<file path="src/rtl/bcd_down_timer_if.sv">
// Control/status bundle for the BCD countdown timer.
// master drives the controls; slave is the timer itself.
interface bcd_down_timer_if #(
   parameter int DIGITS = 2
);
   logic                  load;
   logic [4*DIGITS-1:0]   load_val;
   logic                  start;
   logic                  pause;
   logic                  tick;
   logic [4*DIGITS-1:0]   OUT;
   logic                  busy;
   logic                  done;

   modport master (
      output load, load_val, start, pause, tick,
      input  OUT, busy, done
   );

   modport slave (
      input  load, load_val, start, pause, tick,
      output OUT, busy, done
   );
endinterface

</file>
<file path="src/rtl/bcd_down_timer.sv">
// Multi-digit packed-BCD countdown timer.
// Load, start/pause control, one decrement per tick, done pulse at zero.
module bcd_down_timer #(
   parameter int DIGITS = 2
) (
   input logic         CLK,
   input logic         reset,
   bcd_down_timer_if.slave bus
);
   localparam int W = 4 * DIGITS;

   localparam logic [1:0] IDLE   = 2'd0;
   localparam logic [1:0] RUN    = 2'd1;
   localparam logic [1:0] PAUSED = 2'd2;

   logic [1:0]   state;
   logic [W-1:0] count;
   logic         busy_r;
   logic         done_r;
   logic [W-1:0] clamped;
   logic [W-1:0] dec;
   logic         borrow;
   logic         is_zero;
   logic         is_one;
   logic         can_start;

   assign bus.OUT  = count;
   assign bus.busy = busy_r;
   assign bus.done = done_r;

   // Per-digit clamp of the preset and rippling-borrow BCD decrement.
   always_comb begin
      clamped = '0;
      dec     = '0;
      borrow  = 1'b1;
      for (int i = 0; i < DIGITS; i++) begin
         if (bus.load_val[4*i +: 4] > 4'd9)
            clamped[4*i +: 4] = 4'd9;
         else
            clamped[4*i +: 4] = bus.load_val[4*i +: 4];

         if (!borrow) begin
            dec[4*i +: 4] = count[4*i +: 4];
         end else if (count[4*i +: 4] == 4'd0) begin
            dec[4*i +: 4] = 4'd9;
         end else begin
            dec[4*i +: 4] = count[4*i +: 4] - 4'd1;
            borrow        = 1'b0;
         end
      end
   end

   assign is_zero   = (count == '0);
   assign is_one    = (count == W'(1));
   assign can_start = (state == IDLE) || (state == PAUSED);

   always_ff @(posedge CLK) begin
      if (reset) begin
         count  <= '0;
         state  <= IDLE;
         busy_r <= 1'b0;
         done_r <= 1'b0;
      end else begin
         done_r <= 1'b0;
         if (bus.load) begin
            count  <= clamped;
            state  <= IDLE;
            busy_r <= 1'b0;
         end else if (can_start && bus.start && !is_zero) begin
            state  <= RUN;
            busy_r <= 1'b1;
         end else if (state == RUN && is_zero) begin
            // Forced RUN at zero: fall back to IDLE without a pulse.
            state  <= IDLE;
            busy_r <= 1'b0;
         end else if (state == RUN && bus.pause) begin
            state  <= PAUSED;
            busy_r <= 1'b1;
         end else if (state == RUN && bus.tick) begin
            count <= dec;
            if (is_one) begin
               state  <= IDLE;
               busy_r <= 1'b0;
               done_r <= 1'b1;
            end
         end
      end
   end
endmodule

</file>
<file path="src/flat_wrapper.sv">
// flat-port wrapper written by rule: the top's interface ports become plain ports
module bcd_down_timer_flat 
#(
   parameter int DIGITS = 2
)
  (CLK, reset, bus_load, bus_load_val, bus_start, bus_pause, bus_tick, bus_OUT, bus_busy, bus_done);
  bcd_down_timer_if #(.DIGITS(DIGITS)) bus_i ();
  input logic CLK;
  input logic reset;
  input wire logic [$bits(bus_i.load)-1:0] bus_load;
  input wire logic [$bits(bus_i.load_val)-1:0] bus_load_val;
  input wire logic [$bits(bus_i.start)-1:0] bus_start;
  input wire logic [$bits(bus_i.pause)-1:0] bus_pause;
  input wire logic [$bits(bus_i.tick)-1:0] bus_tick;
  output wire logic [$bits(bus_i.OUT)-1:0] bus_OUT;
  output wire logic [$bits(bus_i.busy)-1:0] bus_busy;
  output wire logic [$bits(bus_i.done)-1:0] bus_done;
  assign bus_i.load = bus_load;
  assign bus_i.load_val = bus_load_val;
  assign bus_i.start = bus_start;
  assign bus_i.pause = bus_pause;
  assign bus_i.tick = bus_tick;
  assign bus_OUT = bus_i.OUT;
  assign bus_busy = bus_i.busy;
  assign bus_done = bus_i.done;
  bcd_down_timer #(.DIGITS(DIGITS)) u_core (.CLK(CLK), .reset(reset), .bus(bus_i));
endmodule
</file>
<file path="config.mk">
export PLATFORM = sky130hd
export DESIGN_NAME = bcd_down_timer_flat
export DESIGN_NICKNAME = d
export VERILOG_FILES = /design/src/rtl/bcd_down_timer_if.sv /design/src/rtl/bcd_down_timer.sv /design/src/flat_wrapper.sv
export SDC_FILE = /design/constraint.sdc
export NUM_CORES = 1
export LEC_CHECK = 0
export CAP_MARGIN = 20
export CORE_MARGIN = 2
export CORE_UTILIZATION = 43
export DETAILED_ROUTE_END_ITERATION = 10
export PLACE_DENSITY_LB_ADDON = 0.3
export RECOVER_POWER = 50
export SETUP_SLACK_MARGIN = 0.3
export SYNTH_ARGS = -nofsm -noshare
export SYNTH_HDL_FRONTEND = slang
export SYNTH_SLANG_ARGS = --single-unit
</file>
<file path="constraint.sdc">
create_clock -name CLK -period 2.2 [get_ports CLK]
set_input_delay 0.22 -clock CLK [delete_from_list [all_inputs] [get_ports CLK]]
set_output_delay 0.22 -clock CLK [all_outputs]
set_load 0.1 [all_outputs]
</file>
==> results of run 1 <==
state kept, by name, indices dropped and copies added, names as in the netlist:
register,flops
u_core.state,2
u_core.bus.OUT,8
u_core.bus.busy,1
u_core.bus.done,1
how the worst max path moves through the flow:
stage	start	endpoint	cells past startpoint
global placement	bus_pause	u_core.bus.OUT[4]	5
finish	u_core.bus.OUT[4]	u_core.state[0]	4
detailed placement	bus_pause	u_core.bus.OUT[5]	5
CTS	u_core.bus.OUT[4]	u_core.state[0]	4
floorplan	u_core.bus.OUT[4]	u_core.state[0]	4
global route	bus_pause	u_core.bus.OUT[4]	5
power by group through the flow:
stage                     logic [mW]  clock network, mW  registers [mW]
after floorplan               0.0674                  0           0.322
after global placement         0.199                  0           0.249
after detailed placement       0.201                  0           0.249
after CTS                      0.201              0.151           0.244
after global routing           0.207              0.162           0.247
final                          0.195              0.147           0.244
layout by cell type, fill, tap and decap left out, types with 2 or more instances in the layout:
cell and n:
clkbuf_4 3, dfxtp_1 5, a211o_1 2, or4_4 2
a211oi_1 2, dfxtp_2 2, a21oi_1 5, nor3_1 3
nand3_1 5, clkbuf_1 11, nor2_1 7, nand2b_1 4
clkdlybuf4s50_1 13, buf_4 3, nor4_1 4, o21ai_0 5
inv_1 2, or2_2 3, dfxtp_4 5, a32o_1 2
nand2_1 5
cell families (layout without fill, tap and decap cells):
family | Yosys count | in the layout
compound gates | 27 | 27
flops | 12 | 12
simple gates | 42 | 42
buf+inv | 6 | 32
worst min-delay path, delay by kind of cell, from the launching register on:
kind          cells  cell delay (ps)
flops             1              330
simple gates      2              110
metrics by stage:
stage,instances,utilization (%),hold slack (ps),cell area (um^2),worst slack (ps)
floorplan,87,-,353,728,250
global placement,125,63.0,474,960,144
detailed placement,125,63.0,480,960,88.8
CTS,129,64.7,493,986,327
global route,129,63.0,516,960,263
finish,129,63.0,492,960,320
metal layers:
metal | vias up | share of wire (%) | wire, um
met3 | 5 | 5.3 | 95
li1 | 387 | - | -
met5 | - | 0 | 0
met2 | 26 | 49 | 884
met1 | 369 | 43 | 766
met4 | 0 | 2.3 | 42
cell type report:
| cell class | count | area share, % |
|---|---|---|
| flip-flops and latches | 12 | 27.2 |
| inverters | 2 | 0.782 |
| repair buffers | 26 | 19.8 |
| multi-input cells | 69 | 47.3 |
| clock buffers | 4 | 2.74 |
| well taps | 16 | 2.09 |
what timing repair did:
| item | 4_1_cts | 5_1_grt |
|---|---|---|
| endpoints found under the setup margin | 0 | 2 |
| hold endpoints to repair | 0 | 0 |
| resized for setup | 0 | 2 |
synthesized netlist by cell type (2+ instances only):
library cell,n
or4_4,2
o21ai_0,5
clkbuf_1,3
nand2_1,5
inv_1,2
nand2b_1,4
nor2_1,7
or2_2,3
nor4_1,5
a21oi_1,5
a211o_1,2
a32o_1,2
a211oi_1,2
nor3_1,3
dfxtp_1,12
nand3_1,5
==> impl_results.md, run 1 <==
* Hold Fails Final Rpt at 0
* Sequential Power Share at 41.7%
* CP max FO at 6
* Adder-cell share of the synthesized area at 0%
* Die X at 44.5 um
* Hold path depth at 2
* First-pass GRT wire length at 3040 um
* Top cells by area, synth: dfxtp_1 (34%), nor4_1 (4.4%), nor2_1 (3.7%), a21oi_1 (3.5%), nand2b_1 (3.5%)
* Min Tclk post-route at 1880 ps
* DIE AREA at 0.00198 mm^2
* CP Capture Type: flop
* Height of the die at 44.5 um
* Async SR Flop Fraction at 0%
* Setup TNS at 0 ps
* WL/cell at 13.9 um
* Layout cells sized above 1 at 21.2%
* Seq cells post-synth at 12
* Final nets at 128
* Req. time, crit path at 2370 ps
* Synth Area in Compound Gates at 27.1%
* Comb pwr share at 33.2%
* Total CTS buffers at 3
* RSZ-0062 raised after global routing: yes
* Mapped cell area at 707 um^2
* Max VDD drop at 0.281 mV
* Primary FF master, synth: dfxtp_1
* Multiplexer share of the synthesized area at 0%
* Hold_buf cts at 0
* FILL cells at 139
* Clk_lat worst skew at 280 ps
* Clock Skews at 8.71 ps
* Routing usage on met1 at 25.6%
* Total Power at 0.586 mW
* TritonCTS clock tree: built
* CP max stage cell: or4_4
* Setup Buffers After CTS at 0
* Worst setup SP type: flop
* Area of the multi-input gates at 454 um^2
* Synth unique cells at 36
* Synth warnings at 0
* Clock root cell: clkbuf_4
* Layout overhead on the synthesized area at 35.8%
* DR iter-0 viols at 12
* Hold Crit Class: reg2reg
* CP most frequent cell: or4_4
* Drt pass-1 iters at 4
* Pwr/cell area at 610 mW/mm^2
* Max incr delay on CP at 570 ps
* Clock Power Share at 25.1%
* Cell taking the most area after synthesis: dfxtp_1
* HPWL Detailed at 1350 um
* Worst rel slew slack at 21.6%
* Worst Max-Slew Pin Slew at 1180 ps
* PortBufs at 23
* Reg2reg end: u_core.state[0]
* Sequential cell area at 262 um^2
* Vias in the first global route at 734
* Crit path arrival time at 2050 ps
* N_diodes at 0
* M2 GR Usage at 34.5%
* Highest Clock Rate at 532 MHz
* Post-synth EDFFs at 0
* MaxCap Viol Count at 0
* GP Congestion at 0.886
* Buffer and inverter count on the worst path at 0
* Critical Path, Cell by Cell: or4_4, or4_4, nand2b_4, a32o_1
* Most Used Layer, Global Route: met2
* Largest family of logic cells by synthesized area: simple AND/OR/NAND/NOR gates
* H-tree levels at 1
* Reg-to-reg slack, setup at 320 ps
* Fraction of the mapped netlist area in simple logic gates at 35.6%
* Initial core utilization at 46.4%
* Fin. max-slew vios at 0
* Fraction of synthesized cell area in xor and xnor cells at 0%
* DR vias/cell at 6.10
* Cell-internal power at 0.363 mW
* Outcome: complete, no violations
* Initial antenna violation count at 0
* Synthesized instance count at 87
* Yosys top cell area share at 34.0%
* DRT Wirelength at 1790 um
* Gr usage total at 20.9%
* Core ar. at 0.00152 mm^2
* Largest net degree at the start of global routing at 10
* Congestion Overflow GR at 0
* Hold Path Origin: u_core.bus.busy
* Static Leak at 0.341 nW
* Clock slew at reported path FFs at 80 ps
* Min-Delay Endpoint: u_core.bus.busy
* Worst r2r src: u_core.bus.OUT[4]
* Mapped Nets at 101
* Routed Antenna Nets at 0
* Via count at 787
* Grt met3 use at 3.67%
* Cell family with most CP delay: simple AND/OR/NAND/NOR gates
* Net Switching at 0.223 mW
* # rows at 14
* Crit share post-route at 85.5%
* Synthesized area per cell at 8.13 um^2
* Register-to-Register Path Depth at 4
* Seq/Total Area, Yosys at 34.0%
* Net Sw Frac at 38.0%
* Clk buf depth at 2
* Final Setup Violations at 0
* Number of top-level pins at 24
* Detailed-route DRC error count at 0
* Setup Crit Path Kind: reg2reg
* TritonCTS Sinks at 12
Note: power is estimated with default switching activity, not from simulation.
==> inputs of run 2 (changes only) <==
- PLACE_DENSITY: not set -> 0.76
- PLACE_DENSITY_LB_ADDON: 0.3 -> not set
==> run 2 against run 1 <==
First-iteration DRC count increased by 50%. Cell area decreased by 0.52%. Global-route usage decreased by 0.27 points. Via count decreased by 1.8%. Fmax decreased by 0.25%. Count of clock-buffer cells in the layout unchanged. Sequential share of layout area increased by 0.14 points. Critical path type unchanged. Largest cell class unchanged.
==> impl_results.md, run 2 (synthesis gave the netlist of run 1 again) <==
* Outcome: complete, no violations
* Comb pwr share at 33.2% (about the same)
* Max incr delay on CP at 580 ps (about the same)
* Min Tclk post-route at 1880 ps (+4.65 ps)
* Core ar. at 0.00152 mm^2 (unchanged)
* Commonest non-fill, non-tap cell in the layout: clkdlybuf4s50_1
* WL/cell at 13.9 um (-0.11%)
* GP Congestion at 0.925 (+4.3%)
* RSZ-0062 raised after global routing: yes
* Total Power at 0.583 mW (-0.52%)
* Largest net degree at the start of global routing at 10 (unchanged)
* Sequential Power Share at 42.0% (+0.3 points)
* TritonCTS clock tree: built
* Worst rel slew slack at 22.8% (+1.2 points)
* Highest Clock Rate at 531 MHz (-0.25%)
* Setup Crit Path Kind: reg2reg
* Critical Path, Cell by Cell: or4_4, or4_4, nand2b_4, a32o_1
* CP Capture Type: flop
* Vias in the first global route at 705 (-4.0%)
* HPWL Detailed at 1380 um (+2.2%)
* Pwr/cell area at 610 mW/mm^2 (about the same)
* Net Sw Frac at 37.8% (-0.22 points)
* Commonest cells after routing, fill and taps aside: clkdlybuf4s50_1 (13), clkbuf_1 (11), nor2_1 (7)
* Clock Power Share at 24.8% (-0.3 points)
* Static Leak at 0.341 nW (-0.12%)
* Final nets at 128 (unchanged)
* Initial antenna violation count at 0 (unchanged)
* Register-to-Register Path Depth at 4 (unchanged)
* Worst Max-Slew Pin Slew at 1160 ps (-18.2 ps)
* DR iter-0 viols at 18 (+6)
* Clock slew at reported path FFs at 80 ps (about the same)
* Crit share post-route at 85.7% (+0.21 points)
* Drt pass-1 iters at 4 (unchanged)
* CP max FO at 6 (unchanged)
* Clk_lat worst skew at 270 ps (about the same)
* CP most frequent cell: or4_4
* Hold path depth at 2 (unchanged)
* Net Switching at 0.220 mW (-1.1%)
* Layout cells sized above 1 at 20.4% (-0.88 points)
* Reg-to-reg slack, setup at 320 ps (about the same)
* Final Setup Violations at 0 (unchanged)
* Detailed-route DRC error count at 0 (unchanged)
* Max FFs per register at 8 (unchanged)
* Fin. max-slew vios at 0 (unchanged)
* Height of the die at 44.5 um (unchanged)
* Min-Delay Endpoint: u_core.bus.busy
* Clock root cell: clkbuf_4
* Layout Utilization at 62.6% (-0.33 points)
* Placed cell area at 960 um^2 (unchanged)
* Req. time, crit path at 2360 ps (about the same)
* Cts repair resizes at 0 (unchanged)
* Worst setup SP type: flop
* Initial core utilization at 46.4% (unchanged)
* First-pass GRT wire length at 2970 um (-2.3%)
* Hold Path Origin: u_core.bus.busy
* Clk buf depth at 2 (unchanged)
* Hold Crit Class: reg2reg
* # rows at 14 (unchanged)
* Layout overhead on the synthesized area at 35.0%
* Max VDD drop at 0.450 mV (+60%)
* MaxCap Viol Count at 0 (unchanged)
* H-tree levels at 1 (unchanged)
* Gr usage total at 20.6% (-0.27 points)
* Fin area at 955 um^2 (-0.52%)
* DIE AREA at 0.00198 mm^2 (unchanged)
* Worst r2r src: u_core.bus.OUT[4]
* Die X at 44.5 um (unchanged)
* Congestion Overflow GR at 0 (unchanged)
* N_diodes at 0 (unchanged)
* Clock Skews at 8.82 ps (+0.112 ps)
* Hold_buf cts at 0 (unchanged)
* Number of top-level pins at 24 (unchanged)
* DRT Wirelength at 1790 um (-0.11%)
* DR vias/cell at 5.99 (-1.8%)
* Reg2reg end: u_core.state[0]
* Setup Buffers After CTS at 0 (unchanged)
* Worst Setup SP: u_core.bus.OUT[4]
* Via count at 773 (-1.8%)
* PortBufs at 23 (unchanged)
* Setup TNS at 0 ps (unchanged)
* CP max stage cell: or4_4
* Hold Fails Final Rpt at 0 (unchanged)
* Crit path arrival time at 2050 ps (about the same)
* Total CTS buffers at 3 (unchanged)
* Cell-internal power at 0.362 mW (-0.16%)
* Routed Antenna Nets at 0 (unchanged)
* TritonCTS Sinks at 12 (unchanged)
-- run 2: cell counts in the layout (fill, tap and decap cells not counted) --
Identical to the previous run, type by type.
-- run 2: how the worst max path moves through the flow --
stage,end,cells after the start
after floorplan,u_core.state[0],4
after CTS,u_core.state[0],4
final,u_core.state[0],4
after global placement,u_core.bus.OUT[5],5
after global routing,u_core.state[0],4
after detailed placement,u_core.bus.OUT[5],5
-- run 2: metal layers --
| metal | track usage, % | vias to the layer above | share of wire [%] |
|---|---|---|---|
| li1 | - | 387 | - |
| met1 | 26.1 | 361 | 45 |
| met2 | 31.6 | 21 | 48 |
| met3 | 4.90 | 4 | 4.6 |
| met4 | 12.1 | 0 | 1.9 |
| met5 | 0 | - | 0 |
-- run 2: power groups by stage --
stage	registers (mW)	logic, mW	clock network (mW)
floorplan	0.322	0.0674	0
global placement	0.249	0.200	0
detailed placement	0.250	0.200	0
CTS	0.245	0.201	0.146
global route	0.247	0.206	0.157
finish	0.245	0.194	0.144
-- run 2: cell type report --
| type | instances | area [um^2] |
|---|---|---|
| clock buffers | 4 | 26.3 |
| fillers | 155 | 569 |
| inverters | 2 | 7.51 |
| multi-input cells | 69 | 449 |
| flip-flops and latches | 12 | 262 |
| well taps | 16 | 20.0 |
| repair buffers | 26 | 190 |
-- run 2: critical path: cells and delay by family (launching register included) --
kind	cells	cell delay (ps)
AO/OA/AOI/OAI	1	230
flip-flops	1	360
AND/OR/NAND/NOR	3	1190
-- run 2: metrics by stage --
stage	hold slack (ps)	instances	setup WS, ps
floorplan	353	87	250
finish	488	129	315
global route	529	129	273
CTS	493	129	318
detailed placement	482	125	132
global placement	477	125	163
